--- src/rtl/apb_uart_csr.sv ---
// apb_uart_csr: APB control/status slave for the UART with wait states, FIFO strobes, baud ticks and interrupts
module apb_uart_csr #(
  parameter int DATA_WIDTH  = 16,
  parameter int ADDR_WIDTH  = 4,
  parameter int WAIT_STATES = 0,
  parameter int DIV_WIDTH   = 16,
  parameter int DIV_RESET   = 27,
  parameter int CNT_WIDTH   = 5
) (
  input  logic                  PCLK,
  input  logic                  PRESET,
  input  logic [ADDR_WIDTH-1:0] PADDR,
  input  logic                  PSELx,
  input  logic                  PENABLE,
  input  logic                  PWRITE,
  input  logic [DATA_WIDTH-1:0] PWDATA,
  output logic                  PREADY,
  output logic [DATA_WIDTH-1:0] PRDATA,
  output logic                  PSLVERR,
  output logic                  tx_wr_en,
  output logic [7:0]            tx_wdata,
  input  logic                  tx_full,
  input  logic [CNT_WIDTH-1:0]  tx_count,
  output logic                  rx_rd_en,
  input  logic [7:0]            rx_rdata,
  input  logic                  rx_empty,
  input  logic                  rx_full,
  input  logic [CNT_WIDTH-1:0]  rx_count,
  input  logic                  rx_ready,
  input  logic                  rx_error,
  input  logic                  tx_busy,
  output logic                  tx_en,
  output logic                  rx_en,
  output logic                  baud_en_16x,
  output logic                  baud_en,
  output logic                  irq
);
  localparam logic [ADDR_WIDTH-1:0] A_DATA = ADDR_WIDTH'(0);
  localparam logic [ADDR_WIDTH-1:0] A_CTRL = ADDR_WIDTH'(1);
  localparam logic [ADDR_WIDTH-1:0] A_STAT = ADDR_WIDTH'(2);
  localparam logic [ADDR_WIDTH-1:0] A_INT  = ADDR_WIDTH'(3);
  localparam logic [ADDR_WIDTH-1:0] A_DIV  = ADDR_WIDTH'(4);
  localparam logic [ADDR_WIDTH-1:0] A_THR  = ADDR_WIDTH'(5);
  logic [2:0]            r_wait_cnt;
  logic [4:0]            r_ctrl;
  logic [DIV_WIDTH-1:0]  r_div, r_div_cnt;
  logic [3:0]            r_os_cnt;
  logic [CNT_WIDTH-1:0]  r_rx_thr, r_tx_thr;
  logic                  r_err, r_ovr, r_irq;
  logic                  w_access, w_done, w_err, w_wr, w_rd, w_w1c, w_div_wr;
  logic                  w_rxthr, w_txthr, w_run;
  logic [DATA_WIDTH-1:0] w_rdata;

  assign w_access = PSELx && PENABLE;
  assign PREADY   = PRESET || !w_access || r_wait_cnt == 3'(WAIT_STATES);
  // reset in the completion cycle aborts the transfer, so nothing may fire
  assign w_done   = w_access && PREADY && !PRESET;
  assign w_err    = PADDR > A_THR || (PWRITE && PADDR == A_STAT) ||
                    (PADDR == A_DATA && (PWRITE ? tx_full : rx_empty)) ||
                    (PWRITE && PADDR == A_DIV && PWDATA[DIV_WIDTH-1:0] < DIV_WIDTH'(2));
  assign w_wr     = w_done && !w_err && PWRITE;
  assign w_rd     = w_done && !w_err && !PWRITE;
  assign w_w1c    = w_wr && PADDR == A_INT;
  assign w_div_wr = w_wr && PADDR == A_DIV;
  assign tx_wr_en = w_wr && PADDR == A_DATA;
  assign rx_rd_en = w_rd && PADDR == A_DATA;
  assign tx_wdata = PWDATA[7:0];
  assign PSLVERR  = w_done && w_err;
  assign PRDATA   = w_rd ? w_rdata : '0;
  assign w_rxthr  = r_rx_thr != '0 && rx_count >= r_rx_thr;
  assign w_txthr  = tx_count <= r_tx_thr;
  assign tx_en    = r_ctrl[0];
  assign rx_en    = r_ctrl[1];
  assign irq      = r_irq;

  always_comb begin
    w_rdata = '0;
    case (PADDR)
      A_DATA: w_rdata[7:0] = rx_rdata;
      A_CTRL: w_rdata[4:0] = r_ctrl;
      A_STAT: w_rdata[3:0] = {r_irq, tx_busy, rx_empty, tx_full};
      A_INT:  w_rdata[3:0] = {r_ovr, r_err, w_txthr, w_rxthr};
      A_DIV:  w_rdata[DIV_WIDTH-1:0] = r_div;
      A_THR: begin
        w_rdata[CNT_WIDTH-1:0] = r_rx_thr;
        w_rdata[CNT_WIDTH+7:8] = r_tx_thr;
      end
      default: ;
    endcase
  end

  always_ff @(posedge PCLK) begin
    if (PRESET || (PSELx && !PENABLE)) r_wait_cnt <= '0;
    else if (w_access && !PREADY) r_wait_cnt <= r_wait_cnt + 3'd1;
  end

  always_ff @(posedge PCLK) begin
    if (PRESET) begin
      r_ctrl   <= '0;
      r_div    <= DIV_WIDTH'(DIV_RESET);
      r_rx_thr <= '0;
      r_tx_thr <= '0;
      r_err    <= 1'b0;
      r_ovr    <= 1'b0;
      r_irq    <= 1'b0;
    end else begin
      if (w_wr && PADDR == A_CTRL) r_ctrl <= PWDATA[4:0];
      if (w_div_wr) r_div <= PWDATA[DIV_WIDTH-1:0];
      if (w_wr && PADDR == A_THR) begin
        r_rx_thr <= PWDATA[CNT_WIDTH-1:0];
        r_tx_thr <= PWDATA[CNT_WIDTH+7:8];
      end
      r_err <= rx_error || (r_err && !(w_w1c && PWDATA[2]));
      r_ovr <= (rx_ready && rx_full) || (r_ovr && !(w_w1c && PWDATA[3]));
      r_irq <= (w_rxthr && r_ctrl[2]) || (w_txthr && r_ctrl[3]) || ((r_err || r_ovr) && r_ctrl[4]);
    end
  end

  assign w_run       = r_ctrl[0] || r_ctrl[1];
  assign baud_en_16x = w_run && r_div_cnt == r_div - DIV_WIDTH'(1);
  assign baud_en     = baud_en_16x && r_os_cnt == 4'hF;

  always_ff @(posedge PCLK) begin
    if (PRESET || !w_run || w_div_wr) begin
      r_div_cnt <= '0;
      r_os_cnt  <= '0;
    end else if (baud_en_16x) begin
      r_div_cnt <= '0;
      r_os_cnt  <= r_os_cnt + 4'd1;
    end else r_div_cnt <= r_div_cnt + DIV_WIDTH'(1);
  end
endmodule

--- config.mk ---
export PLATFORM = sky130hd
export DESIGN_NAME = apb_uart_csr
export DESIGN_NICKNAME = d
export VERILOG_FILES = /design/src/rtl/apb_uart_csr.sv
export SDC_FILE = /design/constraint.sdc
export NUM_CORES = 1
export LEC_CHECK = 0
export CAP_MARGIN = 25
export CORE_ASPECT_RATIO = 0.7
export CORE_MARGIN = 2
export CORE_UTILIZATION = 56
export DETAILED_ROUTE_END_ITERATION = 7
export GPL_TIMING_DRIVEN = 0
export PLACE_DENSITY = 0.87
export SLEW_MARGIN = 20
export SYNTH_ARGS = -nofsm -noshare
export SYNTH_HDL_FRONTEND = slang
export SYNTH_SLANG_ARGS = --single-unit
export TNS_END_PERCENT = 30
--- constraint.sdc ---
create_clock -name PCLK -period 8.19 [get_ports PCLK]
set_clock_uncertainty 0.1 [all_clocks]
set_input_delay 0.819 -clock PCLK [delete_from_list [all_inputs] [get_ports PCLK]]
set_output_delay 0.819 -clock PCLK [all_outputs]
set_load 0.05 [all_outputs]
Word level (Yosys, flattened, before mapping)

Index checks and enable logic that the tools add are counted.

Output and inout bits: 33
Bits of input ports: 49
Bits in registers: 57
Logic and storage cells: 89

Order comparisons: 4
Add/subtract/negate cells: 4
Equal/unequal tests: 7
Muxes and demuxes: 7
Reduce and logical (&&, ||, !) cells: 57

Operator list:

| kind                                                                          | count |
|---|---|
| 1-bit logical AND                                                             | 30 |
| 4-bit case mux with 6 select lines                                            | 1 |
| 16-bit by 1-bit adder with 16-bit output, second input constant               | 1 |
| 16-bit == test                                                                | 1 |
| 16-bit by 2-bit less-than comparator with 1-bit output, second input constant | 1 |
| 16-bit 2-to-1 mux                                                             | 1 |
| 16-bit by 1-bit subtractor with 16-bit output, second input constant          | 1 |
| 1-bit logical OR                                                              | 14 |
| 5-bit case mux with 2 select lines                                            | 1 |
| 1-bit logical NOT                                                             | 9 |
| 4-bit by 2-bit == test with 1-bit output, second input constant               | 2 |
| 4-bit by 3-bit == test with 1-bit output, second input constant               | 2 |
| 3-bit case mux with 2 select lines                                            | 1 |
| 5-bit greater-or-equal comparator                                             | 1 |
| 5-bit <= comparator                                                           | 1 |
| 5-bit nonzero test                                                            | 1 |
| 4-bit by 1-bit adder with 4-bit output, second input constant                 | 1 |
| 4-bit by 1-bit == test with 1-bit output, second input constant               | 1 |
| 4-bit == test, second input constant                                          | 1 |
| 4-bit by 3-bit > comparator with 1-bit output, second input constant          | 1 |
| 4-bit logical NOT                                                             | 1 |
| 1-bit case mux with 4 select lines                                            | 1 |
| 3-bit by 1-bit adder with 3-bit output, second input constant                 | 1 |
| 3-bit logical NOT                                                             | 1 |
| 3 further kinds                                                               | 3 |

Depth between registers and ports, before layout

Depth after elaboration: 13
Mapped depth: 11
Mapped depth without buffers: 9

Least setup slack after synthesis

Ideal clock, no wire load.

Path type: register to output
Start: register r_div[1]
End: output baud_en
Required time: 7271 ps
Buffers on the path: 1
Arrival: 3139 ps
Stages on the path, launching flop included: 11
Setup slack: 4132 ps
Cell sequence: dfxtp_1 > buf_2 > inv_1 > ha_1 > nor3b_1 > and3_1 > a21oi_1 > nor4b_2 > o2111ai_2 > nor2_1 > and4_1

Cells in the longest elaborated chain, start to end: 4

RTL lines:

| item                                          | line | text |
|---|---|---|
| start, declared                               | 46   | `logic [DIV_WIDTH-1:0] r_div, r_div_cnt;` |
| start signal, assigned                        | 100  | `r_div <= DIV_WIDTH'(DIV_RESET);` |
| start signal, assigned                        | 108  | `if (w_div_wr) r_div <= PWDATA[DIV_WIDTH-1:0];` |
| 16-bit by 1-bit subtractor with 16-bit output | 120  | `assign baud_en_16x = w_run && r_div_cnt == r_div - DIV_WIDTH'(1);` |
| 16-bit == test                                | 120  |  |
| 1-bit logical AND                             | 120  |  |
| via baud_en_16x                               | 34   | `output logic baud_en_16x,` |
| 1-bit logical AND                             | 121  | `assign baud_en = baud_en_16x && r_os_cnt == 4'hF;` |
| end, declared                                 | 35   | `output logic baud_en,` |

The timed path passes the listed nets, and every way through them passes these cells.

Worst setup path in the final report

Start: register r_div[1]
End: output baud_en

Cells in the longest elaborated chain, start to end: 4

RTL lines:

| item                                          | line |
|---|---|
| 16-bit by 1-bit subtractor with 16-bit output | 120 |
| 16-bit == test                                | 120 |
| 1-bit logical AND                             | 120 |
| 1-bit logical AND                             | 121 |

No other way between the ends.

==> impl_metrics.yaml <==
power:
  power_density_nw_per_um2: 133
  worst_ir_drop_vdd_uv: 81.7
  p_leak_uw: 0.00174
  total_power_uw: 653
clock_tree:
  clk_root_buffer_cell: "sky130_fd_sc_hd__clkbuf_8"
  ctsResizeCount: 0
  htree_levels: 3
  clock_sink_count: 57
  cts_hold_buf: 0
  clock_tree_from_tritoncts: "yes"
  post-cts-setup-buffers: 0
  tritoncts.num_buffers: 9
  insertion_delay_of_the_later_clocked_pin_in_the_worst_skew_pair_ns: 0.35
  clockBufferDepth: 2
  path_clk_slew_ns: 0.07
placement:
  portBuffers: 79
  placed_area_um2: 4700
  dp_worst_slack_ns: 3.58
  placer_s_final_routability_congestion_estimate: 0.996
  dpl.cell_count: 638
  estimated_wirelength_of_the_detail_placed_design_mm: 8.79
worst_setup_path:
  criticalPathCategory: "flop to output pin"
  critical_path.max_fanout: 10
  data_required_critical_path_ns: 7.27
  critical_path_arrival_ns: 3.91
  timing.critical_path.to_type: "output pin"
  critical_path.startpoint_type: "flop"
global_routing:
  grt_remaining_overflow: 0
  grt_pass1_vias: 3644
  grt_antenna_before_repair: 0
  first_pass_grt_wire_length_mm: 17.7
  grt_start_max_net_pins: 11
  groute.usage.overall: 0.313
finish:
  fillers: 524
  final_layout_size_suffix_gt1_frac: 0.0751
  final_cell_area_excluding_filler_cells_um2: 4920
  multiInputGateArea_um2: 2400
  instances_no_fill: 653
  sequential_cell_area_um2: 1140
  mostFrequentLayoutCell: "sky130_fd_sc_hd__clkdlybuf4s50_1"
  syn2layout_area_growth_pct: 29.7
  diodes: 0
  nets: 619
  final_cell_mix: "79 x sky130_fd_sc_hd__clkdlybuf4s50_1, 76 x sky130_fd_sc_hd__nor2_1, 57 x sky130_fd_sc_hd__dfxtp_1, 31 x sky130_fd_sc_hd__mux2i_1, 23 x sky130_fd_sc_hd__inv_1"
sta:
  finalHoldViolations: 0
  max_freq_mhz: 207
  setup_slack_of_the_critical_path_after_layout_ns: 3.36
  number_of_failing_setup_endpoints_in_the_final_timing_report: 0
  finalCriticalPeriod_ns: 4.83
  rsz_0062_raised_after_global_routing: "false"
  final_min_period_over_clock_period: 0.590
  report.final.slew_viol_count: 0
  max_slew.worst_pin.slew_ns: 0.815
  final.setup.tns_ns: 0
  max-slew-margin-rel: 0.452
synthesis:
  yosys_most_used_dff: "sky130_fd_sc_hd__dfxtp_1"
  synth.largest_area_cell: "sky130_fd_sc_hd__dfxtp_1"
  synth-edff-count: 0
  synth_warnings: 0
  synth_top_cells_by_area: "sky130_fd_sc_hd__dfxtp_1 30%, sky130_fd_sc_hd__mux2i_1 8.2%, sky130_fd_sc_hd__nor2_1 7.5%"
  synth-seq-cells: 57
  netlist-cell-type-count: 61
  post_synth_instance_area_um2: 3790
  proportion_of_synthesized_chip_area_in_sequential_cells: 0.301
  ys_async_sr_fraction: 0
  synth_cells: 465
  syn-num-nets: 529
  postSynthAreaPerCell_um2: 8.16
  synth.top_cell.area_share: 0.301
floorplanning:
  die-area_um2: 7460
  floorplan.die.height_um: 72.9
  fp.dieW_um: 102
  initial_core_util: 0.569
  io_pins: 82
  rows: 25
  floorplan_core_area_um2: 6660
run:
  maxcap_viol_count: 0
routing:
  vias: 3922
  routed_wirelength_mm: 11.4
  first_pass_drt_iterations: 6
  drtIter0Drc: 391
  drt-vias-per-instance: 6.01
  routed_wire_length_per_instance_um: 17.4
  dr_drc_count: 0
  ant_nets: 0
hold_path:
  worst_hold_path_type: "flop to flop"
run_status:
  outcome: "complete, no violations"
final cells by class:
cell class                 instances  share of cell area
buffer                            32              0.0328
clock buffer                      10              0.0280
clock inverter                     5              0.0163
inverter                          23              0.0176
multi-input combinational        353               0.489
sequential                        57               0.232
tap                               94              0.0239
timing repair buffer              79               0.161
cell families (layout without fill, tap and decap cells):
logic type | after synthesis | count (layout) | share of synthesized area
and+or+nand+nor | 194 | 194 | 0.272
AOI/OAI and AO/OA | 81 | 81 | 0.152
DFF | 57 | 57 | 0.301
buffers and inverters | 55 | 149 | 0.0653
muxes | 32 | 32 | 0.0848
xor gates and xnor gates | 31 | 31 | 0.0752
adders and majority gates | 15 | 15 | 0.0495
Yosys cell counts (3+ instances only):
master	instances
sky130_fd_sc_hd__o21ai_0	12
sky130_fd_sc_hd__a222oi_1	3
sky130_fd_sc_hd__o31ai_1	3
sky130_fd_sc_hd__nand4_1	4
sky130_fd_sc_hd__and4_1	4
sky130_fd_sc_hd__buf_2	3
sky130_fd_sc_hd__or4_1	5
sky130_fd_sc_hd__clkbuf_1	19
sky130_fd_sc_hd__nor2_1	76
sky130_fd_sc_hd__nor4_1	6
sky130_fd_sc_hd__xor2_1	18
sky130_fd_sc_hd__inv_1	23
sky130_fd_sc_hd__or3_1	3
sky130_fd_sc_hd__nand3_1	16
sky130_fd_sc_hd__nor2b_1	11
sky130_fd_sc_hd__a211o_1	5
sky130_fd_sc_hd__mux2i_1	31
sky130_fd_sc_hd__dfxtp_1	57
sky130_fd_sc_hd__nand2b_1	3
sky130_fd_sc_hd__nor4b_1	5
sky130_fd_sc_hd__a22oi_1	12
sky130_fd_sc_hd__nand2_1	16
sky130_fd_sc_hd__o21a_1	7
sky130_fd_sc_hd__buf_4	8
sky130_fd_sc_hd__ha_1	15
sky130_fd_sc_hd__a21o_1	4
sky130_fd_sc_hd__nor3_1	15
sky130_fd_sc_hd__a21oi_1	15
sky130_fd_sc_hd__xnor2_1	12
sky130_fd_sc_hd__and3_1	12
power by group:
| group | total [uW] | switching, uW | internal (uW) |
|---|---|---|---|
| Clock | 300 | 123 | 177 |
| Sequential | 279 | 0.662 | 278 |
| Combinational | 74.4 | 38.6 | 35.9 |
| Total | 653 | 162 | 491 |
critical path: stages, from the launching register on:
cell and delay [ns]:
sky130_fd_sc_hd__dfxtp_1 0.30, sky130_fd_sc_hd__buf_2 0.16, sky130_fd_sc_hd__inv_1 0.08, sky130_fd_sc_hd__ha_1 0.27
sky130_fd_sc_hd__nor3b_1 0.63, sky130_fd_sc_hd__and4_1 0.35, sky130_fd_sc_hd__nor4b_1 0.36, sky130_fd_sc_hd__a31oi_2 0.21
sky130_fd_sc_hd__nor2_1 0.20, sky130_fd_sc_hd__and4_1 0.20, sky130_fd_sc_hd__clkdlybuf4s50_1 0.79
path summary, 6_finish.rpt:
path / slack (ns) / cells past startpoint / start / end
setup / recovery: 3.36 / 10 / r_div[1] / baud_en
hold reg to reg: 0.40 / 2 / r_os_cnt[2] / r_os_cnt[2]
setup reg to reg: 4.60 / 11 / r_div[1] / r_div_cnt[10]
hold / removal: 0.40 / 2 / r_os_cnt[2] / r_os_cnt[2]
registers in the layout, summed over array words and instances (netlist names):
name	count
r_wait_cnt	3
r_err	1
r_div	16
r_div_cnt	16
r_ctrl	5
r_os_cnt	4
r_rx_thr	5
r_ovr	1
r_tx_thr	5
irq	1
per-stage QoR:
stage                     hold slack, ns   util
after global placement             0.358  0.706
after detailed placement           0.384  0.706
after global routing               0.421  0.738
final                              0.398  0.738
after CTS                          0.401  0.738
after floorplan                    0.345      -
routing by layer:
layer,share of wire,vias up,GRT usage
li1,-,1833,-
met1,0.44,1842,0.420
met2,0.44,223,0.492
met3,0.10,24,0.0862
met4,0.016,0,0.0978
met5,0,-,0
(Power assumes the default switching activity.)
